<file path="src/rtl/cpu_ctrl_pkg.sv">
// Shared definitions for the 8-bit CPU control path.
//   - Field widths (opcode nibble, packed control word, T-state index).
//   - Opcode values OP_NOP..OP_HLT.
//   - Control-word bit indices CB_*; the datapath unpacks ctrl_word with these.
//   - Sequencer state encoding: T0..T6 map directly onto the T-state index,
//     CLR and HALT sit above them.
package cpu_ctrl_pkg;

    localparam int OPCODE_W = 4;
    localparam int CTRL_W   = 24;
    localparam int T_W      = 3;

    // Opcodes (upper nibble of the instruction register)
    localparam logic [OPCODE_W-1:0] OP_NOP  = 4'h0;
    localparam logic [OPCODE_W-1:0] OP_LDA  = 4'h1;
    localparam logic [OPCODE_W-1:0] OP_ADD  = 4'h2;
    localparam logic [OPCODE_W-1:0] OP_SUB  = 4'h3;
    localparam logic [OPCODE_W-1:0] OP_STA  = 4'h4;
    localparam logic [OPCODE_W-1:0] OP_LDI  = 4'h5;
    localparam logic [OPCODE_W-1:0] OP_JMP  = 4'h6;
    localparam logic [OPCODE_W-1:0] OP_JZ   = 4'h7;
    localparam logic [OPCODE_W-1:0] OP_JC   = 4'h8;
    localparam logic [OPCODE_W-1:0] OP_IN   = 4'h9;
    localparam logic [OPCODE_W-1:0] OP_OUT  = 4'hA;
    localparam logic [OPCODE_W-1:0] OP_MOVB = 4'hB;
    localparam logic [OPCODE_W-1:0] OP_MOVC = 4'hC;
    localparam logic [OPCODE_W-1:0] OP_HLT  = 4'hF;

    // Control-word bit indices
    localparam int CB_COUNT_PC       = 0;
    localparam int CB_CLEAR_PC       = 1;
    localparam int CB_ENABLE_PC      = 2;
    localparam int CB_LOAD_PC        = 3;
    localparam int CB_LOAD_ACCUM     = 4;
    localparam int CB_ENABLE_ACCUM   = 5;
    localparam int CB_LOAD_MAR       = 6;
    localparam int CB_CE_RAM         = 7;
    localparam int CB_WE_RAM         = 8;
    localparam int CB_SUB_MODE       = 9;
    localparam int CB_ENABLE_ALU     = 10;
    localparam int CB_LOAD_MDR_REG   = 11;
    localparam int CB_ENABLE_MDR_REG = 12;
    localparam int CB_LOAD_B_REG     = 13;
    localparam int CB_ENABLE_B_REG   = 14;
    localparam int CB_LOAD_C_REG     = 15;
    localparam int CB_ENABLE_C_REG   = 16;
    localparam int CB_LOAD_TEMP_REG  = 17;
    localparam int CB_LOAD_OUTPUT_REG = 18;
    localparam int CB_LOAD_INST_REG  = 19;
    localparam int CB_ENABLE_INST_REG = 20;
    localparam int CB_CLEAR_INST_REG = 21;
    localparam int CB_ENABLE_INPUT   = 22;
    localparam int CB_FLIP_FLOP      = 23;

    // Sequencer states. T0..T6 equal their T-state index.
    typedef enum logic [3:0] {
        T0   = 4'd0,
        T1   = 4'd1,
        T2   = 4'd2,
        T3   = 4'd3,
        T4   = 4'd4,
        T5   = 4'd5,
        T6   = 4'd6,
        CLR  = 4'd7,
        HALT = 4'd8
    } state_t;

    // One-hot control word with a single line asserted.
    function automatic logic [CTRL_W-1:0] cbit(input int idx);
        cbit = {{(CTRL_W-1){1'b0}}, 1'b1} << idx;
    endfunction

    // Debug T-state index: CLR and HALT both report 7.
    function automatic logic [T_W-1:0] to_t_state(input state_t s);
        if (s == HALT || s == CLR) to_t_state = 3'd7;
        else                       to_t_state = s[T_W-1:0];
    endfunction

endpackage

</file>
<file path="src/rtl/control_sequencer_if.sv">
// Control-path bundle between the sequencer and the datapath.
//   opcode, zero_flag, carry_flag : datapath -> sequencer
//   ctrl_word, t_state, halted    : sequencer -> datapath
// There is no valid/ready handshake: every signal is meaningful on every
// cycle, ctrl_word is combinational from the current state and the inputs.
// modport master = sequencer side, modport slave = datapath side.
interface control_sequencer_if;
    import cpu_ctrl_pkg::*;

    logic [OPCODE_W-1:0] opcode;
    logic                zero_flag;
    logic                carry_flag;
    logic [CTRL_W-1:0]   ctrl_word;
    logic [T_W-1:0]      t_state;
    logic                halted;

    modport master (
        input  opcode, zero_flag, carry_flag,
        output ctrl_word, t_state, halted
    );

    modport slave (
        output opcode, zero_flag, carry_flag,
        input  ctrl_word, t_state, halted
    );
endinterface

</file>
<file path="src/rtl/control_decoder.sv">
// Pure combinational microcode table.
//   Inputs : state, opcode, zero_flag, carry_flag
//   Outputs: ctrl_word (datapath control lines), next_state
// Flags only influence the T3 decision of JZ/JC; in every other state they
// are ignored. The last execute state of each instruction returns to T0.
module control_decoder
    import cpu_ctrl_pkg::*;
(
    input  state_t              state,
    input  logic [OPCODE_W-1:0] opcode,
    input  logic                zero_flag,
    input  logic                carry_flag,
    output logic [CTRL_W-1:0]   ctrl_word,
    output state_t              next_state
);

    always_comb begin
        ctrl_word  = '0;
        next_state = CLR;
        unique case (state)
            CLR: begin
                ctrl_word  = cbit(CB_CLEAR_PC) | cbit(CB_CLEAR_INST_REG);
                next_state = T0;
            end
            HALT: begin
                next_state = HALT;
            end
            // Fetch
            T0: begin
                ctrl_word  = cbit(CB_ENABLE_PC) | cbit(CB_LOAD_MAR);
                next_state = T1;
            end
            T1: begin
                ctrl_word  = cbit(CB_CE_RAM) | cbit(CB_LOAD_MDR_REG) | cbit(CB_COUNT_PC);
                next_state = T2;
            end
            T2: begin
                ctrl_word  = cbit(CB_ENABLE_MDR_REG) | cbit(CB_LOAD_INST_REG);
                next_state = T3;
            end
            // Execute
            T3: begin
                next_state = T0;
                case (opcode)
                    OP_LDA, OP_ADD, OP_SUB, OP_STA: begin
                        ctrl_word  = cbit(CB_ENABLE_INST_REG) | cbit(CB_LOAD_MAR);
                        next_state = T4;
                    end
                    OP_LDI:  ctrl_word = cbit(CB_ENABLE_INST_REG) | cbit(CB_LOAD_ACCUM);
                    OP_JMP:  ctrl_word = cbit(CB_ENABLE_INST_REG) | cbit(CB_LOAD_PC);
                    OP_JZ:   if (zero_flag)
                                 ctrl_word = cbit(CB_ENABLE_INST_REG) | cbit(CB_LOAD_PC);
                    OP_JC:   if (carry_flag)
                                 ctrl_word = cbit(CB_ENABLE_INST_REG) | cbit(CB_LOAD_PC);
                    OP_IN:   ctrl_word = cbit(CB_ENABLE_INPUT) | cbit(CB_LOAD_ACCUM);
                    OP_OUT:  ctrl_word = cbit(CB_ENABLE_ACCUM) | cbit(CB_LOAD_OUTPUT_REG);
                    OP_MOVB: ctrl_word = cbit(CB_ENABLE_ACCUM) | cbit(CB_LOAD_B_REG);
                    OP_MOVC: ctrl_word = cbit(CB_ENABLE_ACCUM) | cbit(CB_LOAD_C_REG);
                    OP_HLT:  next_state = HALT;
                    default: ;  // NOP and undefined opcodes: empty T3
                endcase
            end
            T4: begin
                next_state = T5;
                if (opcode == OP_STA)
                    ctrl_word = cbit(CB_ENABLE_ACCUM) | cbit(CB_LOAD_MDR_REG);
                else
                    ctrl_word = cbit(CB_CE_RAM) | cbit(CB_LOAD_MDR_REG);
            end
            T5: begin
                next_state = T0;
                case (opcode)
                    OP_ADD, OP_SUB: begin
                        ctrl_word  = cbit(CB_ENABLE_MDR_REG) | cbit(CB_LOAD_TEMP_REG);
                        next_state = T6;
                    end
                    OP_STA:  ctrl_word = cbit(CB_CE_RAM) | cbit(CB_WE_RAM) | cbit(CB_FLIP_FLOP);
                    default: ctrl_word = cbit(CB_ENABLE_MDR_REG) | cbit(CB_LOAD_ACCUM);
                endcase
            end
            T6: begin
                next_state = T0;
                ctrl_word  = cbit(CB_ENABLE_ALU) | cbit(CB_LOAD_ACCUM);
                if (opcode == OP_SUB) ctrl_word = ctrl_word | cbit(CB_SUB_MODE);
            end
            default: begin
                next_state = CLR;  // unreachable encodings recover through CLR
            end
        endcase
    end

endmodule

</file>
<file path="src/rtl/control_sequencer.sv">
// T-state sequencer for the 8-bit CPU.
//   clk     : rising-edge clock
//   clear_n : asynchronous active-low reset; forces CLR immediately
//   bus     : master side of control_sequencer_if
//             (opcode/flags in, ctrl_word/t_state/halted out)
// The state register lives here; control_decoder supplies both the
// control word for the current state and the state to enter next.
module control_sequencer
    import cpu_ctrl_pkg::*;
(
    input  logic                clk,
    input  logic                clear_n,
    control_sequencer_if.master bus
);

    state_t            state;
    state_t            next_state;
    logic [CTRL_W-1:0] dec_ctrl;

    control_decoder u_decoder (
        .state      (state),
        .opcode     (bus.opcode),
        .zero_flag  (bus.zero_flag),
        .carry_flag (bus.carry_flag),
        .ctrl_word  (dec_ctrl),
        .next_state (next_state)
    );

    always_ff @(posedge clk or negedge clear_n) begin
        if (!clear_n) state <= CLR;
        else          state <= next_state;
    end

    assign bus.ctrl_word = dec_ctrl;
    assign bus.t_state   = to_t_state(state);
    assign bus.halted    = (state == HALT);

endmodule

</file>
<file path="src/flat_wrapper.sv">
// flat-port wrapper written by rule: the top's interface ports become plain ports
module control_sequencer_flat import cpu_ctrl_pkg::*;
  (clk, clear_n, bus_opcode, bus_zero_flag, bus_carry_flag, bus_ctrl_word, bus_t_state, bus_halted);
  control_sequencer_if bus_i ();
  input  logic clk;
  input  logic clear_n;
  input wire logic [$bits(bus_i.opcode)-1:0] bus_opcode;
  input wire logic [$bits(bus_i.zero_flag)-1:0] bus_zero_flag;
  input wire logic [$bits(bus_i.carry_flag)-1:0] bus_carry_flag;
  output wire logic [$bits(bus_i.ctrl_word)-1:0] bus_ctrl_word;
  output wire logic [$bits(bus_i.t_state)-1:0] bus_t_state;
  output wire logic [$bits(bus_i.halted)-1:0] bus_halted;
  assign bus_i.opcode = bus_opcode;
  assign bus_i.zero_flag = bus_zero_flag;
  assign bus_i.carry_flag = bus_carry_flag;
  assign bus_ctrl_word = bus_i.ctrl_word;
  assign bus_t_state = bus_i.t_state;
  assign bus_halted = bus_i.halted;
  control_sequencer u_core (.clk(clk), .clear_n(clear_n), .bus(bus_i));
endmodule
</file>
<file path="config.mk">
export PLATFORM = sky130hd
export DESIGN_NAME = control_sequencer_flat
export DESIGN_NICKNAME = d
export VERILOG_FILES = /design/src/rtl/cpu_ctrl_pkg.sv /design/src/rtl/control_sequencer_if.sv /design/src/rtl/control_decoder.sv /design/src/rtl/control_sequencer.sv /design/src/flat_wrapper.sv
export SDC_FILE = /design/constraint.sdc
export NUM_CORES = 1
export LEC_CHECK = 0
export ABC_AREA = 1
export BUFFER_PORTS_ARGS = -buffer_cell sky130_fd_sc_hd__buf_2
export CAP_MARGIN = 40
export CORE_UTILIZATION = 41
export CTS_CLUSTER_SIZE = 30
export DETAILED_ROUTE_END_ITERATION = 6
export GPL_TIMING_DRIVEN = 1
export PLACE_DENSITY_LB_ADDON = 0.1
export SLEW_MARGIN = 15
export SYNTH_ARGS = -nofsm -noshare
export SYNTH_HDL_FRONTEND = slang
export SYNTH_SLANG_ARGS = --single-unit
</file>
<file path="constraint.sdc">
create_clock -name clk -period 1.43 [get_ports clk]
set_clock_uncertainty 0.05 [all_clocks]
set_input_delay 0.0715 -clock clk [delete_from_list [all_inputs] [get_ports clk]]
set_output_delay 0.0715 -clock clk [all_outputs]
set_load 0.05 [all_outputs]
</file>
==> results of run 1 <==
## cells in the mapped netlist
master,n,area share
nand2_2,1,0.011
inv_2,3,0.020
o21ai_0,6,0.054
conb_1,1,0.0067
dfrtp_1,1,0.045
nand3_1,10,0.090
dfstp_2,3,0.14
nor3_2,3,0.054
buf_4,4,0.054
nand2_1,33,0.22
inv_1,13,0.088
nor2_4,2,0.040
nor2_1,18,0.12
a21oi_1,2,0.018
nor2_2,3,0.034
## timing repair
item                                    4_1_cts
gates resized for setup                      58
endpoints found under the setup margin       26
endpoints found under the hold margin         4
pin swaps                                     2
setup buffers                                 2
hold buffers                                  1
## through the flow
| stage | setup TNS, ps | utilization |
|---|---|---|
| after floorplan | -1452 | - |
| after detailed placement | -72.48 | 0.7268 |
| after global placement | 0 | 0.7268 |
| after CTS | -2166 | 0.9156 |
## cells by family after synthesis
| kind of cell | Yosys count | synth area share |
|---|---|---|
| other | 1 | 0.006735 |
| AOI/OAI and AO/OA | 8 | 0.07191 |
| and+or+nand+nor | 70 | 0.5730 |
| DFF | 4 | 0.1865 |
| buffers and inverters | 20 | 0.1618 |
==> results.cfg, run 1 <==
[run_status]
status = aborted with a tool error
last-stage-reached = global routing
error = [ERROR DPL-0038] Utilization greater than 100%, impossible to legalize

[yosys]
synth_warnings = 0
syn_area_sq_um = 556.8
synthDistinctLibCells = 15
syn_inst = 103
synth_seq_cells = 4
ys_seq_area_frac = 0.1865
synth_area_per_cell_sq_um = 5.406

[clock_tree]
clock_path_buffers = 2
root_buffer = clkbuf_4
cts_sinks = 4
numCtsBuffers = 3
htreeDepth = 1

[placement]
dp_cells = 156
place_congestion = 0.8714
port_buffers = 33
dpl-instance-area_sq_um = 862.1
dp_hpwl_um = 1414
place_ws_ps = -72.48

[die]
start_util = 0.4694
die_h_um = 38.85
num_rows = 12
die_x_um = 38.85
io_pins = 36

[timing]
worst_path_end_type = primary output
postGrtWorstEndpoint = bus_ctrl_word[2]

[grt]
grt_max_degree = 7
==> run 2: changes to the inputs <==
Settings changed: CORE_AREA set to 2 2 63 65, CORE_UTILIZATION 41 to not set, CTS_CLUSTER_SIZE 30 to not set, DIE_AREA set to 0 0 65 67, PLACE_DENSITY_LB_ADDON 0.1 to 0.15.
==> run 2 against run 1 <==
The flow now finishes, with violations (setup timing); area after synthesis unchanged; synthesized cell count stayed put.
==> results.cfg, run 2 <==
[run_status]
status = complete, but fails checks
violations = setup timing

[timing]
setup_slack_ps = -139.4
fin_crit_ps = 1569
max_freq_mhz = 637.2
rsz0062_at_grt = yes
drv_slew = 0
holdWs_ps = 140.7
setup_viol = 23
hold_violations = 0
final.period_utilization = 1.097

[layout]
largest_reg_flops = 4
fin_nets = 155
antennaDiodeCount = 0
multiInputGateArea_sq_um = 508.0
mostFrequentLayoutCell = nand2_1
layoutNonFillerInstCount = 194
syn_to_final_growth_pct = 115.1
reg.largest.list = u_core.state x4
regMostFlops = u_core.state
fill_cells = 386
layout_common_cells = nand2_1 (25), buf_6 (14), buf_4 (10)
final-seq-area_sq_um = 103.9
drive_gt1_frac = 0.5959

[clock_tree]
htreeDepth = 1
numCtsBuffers = 3
root_buffer = clkbuf_8
cts_tree = built
clk_pin_slew_ps = 30
clock_path_buffers = 2
cts_sinks = 4
clock_latency_ps = 220

[yosys]
synth_edf_count = 0
syn_inst = 103
synth_area_per_cell_sq_um = 5.406
synthDistinctLibCells = 15
synthTopCellsByArea = nand2_1 (22%), dfstp_2 (14%), nor2_1 (12%), nand3_1 (9.0%), inv_1 (8.8%)
ys_seq_area_frac = 0.1865
ys.flop_type = dfstp_2
synth_warnings = 0
ys_async_sr_fraction = 1.000
yosys.area.top_type = nand2_1
synth_seq_cells = 4
synthTopCellsByCount = nand2_1 (33), nor2_1 (18), inv_1 (13)
yosysMostFrequentCell = nand2_1
synth_top_area_frac = 0.2225
syn_area_sq_um = 556.8

[die]
start_util = 0.1544
num_rows = 22
fp.coreArea_sq_um = 3606
io_pins = 36
dieArea_sq_um = 4355
die_x_um = 65
die_h_um = 67

[worst_setup_path]
start_kind = flip-flop
worst-path-max-fanout = 4
worst_ep_arrival_time_ps = 1450
r2r_start = u_core.state[1]
ff2ff_path_depth = 6
r2r_setup_slack_ps = 160
timing.rr.end = u_core.state[1]
critPathKind = reg -> out
endpoint_kind = output port
crit_required_ps = 1310

[grt]
grt_max_degree = 7
met3_usage = 0.01689
globalRoute.busiestLayer = met2
use_met1 = 0.1113
antenna_found_initial = 0
grt_pass1_vias = 778
grt_util_all_layers = 0.1013
grt_pass1_wl_um = 3429
use_met2 = 0.1881
overflow = 0

[power_and_ir_drop]
vdd_ir_drop_max_v = 0.0005020
p_per_area_nw_per_um2 = 2193
p_leak_nw = 0.5912

[placement]
port_buffers = 33
dp_hpwl_um = 1681
dp_cells = 188
place_ws_ps = -16.73
place_congestion = 0.7702

[route]
vias = 771
drtIter0Drc = 11
postRouteAntennaNets = 0
vias_per_cell = 3.974
dr.pass1.iters = 3
routed_wl_um = 1959
wire_per_inst_um = 10.10
drc_errors = 0

[hold_path]
hp-class = in -> async

[flow_run]
max-cap-violations = 0
[run 2: cell counts after synthesis]
Identical to the previous run, type by type.
[run 2: how the worst max path moves through the flow]
stage | from | to | slack (ps) | cells past startpoint
after floorplan | u_core.state[0] | bus_t_state[0] | -200 | 4
after global placement | u_core.state[1] | bus_ctrl_word[18] | -30 | 5
after detailed placement | u_core.state[1] | bus_ctrl_word[18] | -20 | 5
after CTS | u_core.state[1] | bus_ctrl_word[4] | -140 | 6
after global routing | u_core.state[0] | bus_ctrl_word[7] | -230 | 7
final | u_core.state[1] | bus_ctrl_word[7] | -140 | 7
[run 2: final cells by class]
cell class | instances | share of cell area
well taps | 48 | 0.05016
multi-input cells | 80 | 0.4242
flip-flops and latches | 4 | 0.08673
clock buffers | 4 | 0.03762
inverters | 16 | 0.05643
repair buffers | 42 | 0.3448
[run 2: per-layer routing]
metal	vias to the layer above	wire, um	share of wire
met5	-	0	0
met4	0	17	0.0087
met3	2	100	0.051
met2	23	1056	0.54
met1	343	785	0.40
li1	403	-	-
[run 2: metrics by stage]
stage            util  power (mW)  setup TNS [ps]  area (sq um)
2_1_floorplan       -       1.483           -1452         645.6
3_3_place_gp   0.2467       1.871          -30.43         889.6
3_5_place_dp   0.2467       1.867          -28.92         889.6
4_1_cts        0.3171       2.520           -1990          1144
5_1_grt        0.3321       2.770           -3826          1197
6_report       0.3321       2.626           -2036          1197
[run 2: critical path, cell delays in order (launching register included)]
cell	delay (ps)
dfstp_2	610
buf_12	130
nor2_4	30
nand2_2	100
nor2_4	60
nor2_2	90
nand2_2	60
buf_8	150
[run 2: repair_timing]
item | CTS | global route
endpoints found under the setup margin | 26 | 26
hold buffers | 1 | 0
pin swaps | 4 | 3
hold endpoints to repair | 4 | 0
buffers inserted | 0 | 1
resized for setup | 62 | 10
[run 2: report_power, final]
part | internal (mW) | switching (mW) | leakage, nW
Sequential | 0.186 | 0.0799 | 0.0453
Combinational | 0.746 | 1.35 | 0.523
Clock | 0.191 | 0.0683 | 0.0228
Total | 1.12 | 1.50 | 0.591
[run 2: kinds of logic (layout without fill, tap and decap cells)]
kind of cell	Yosys count	count (layout)	synth area share
simple gates	70	70	0.5730
buf+inv	20	62	0.1618
compound gates	8	8	0.07191
flops	4	4	0.1865
other cells	1	2	0.006735
Power figures use the tool's default switching activity.
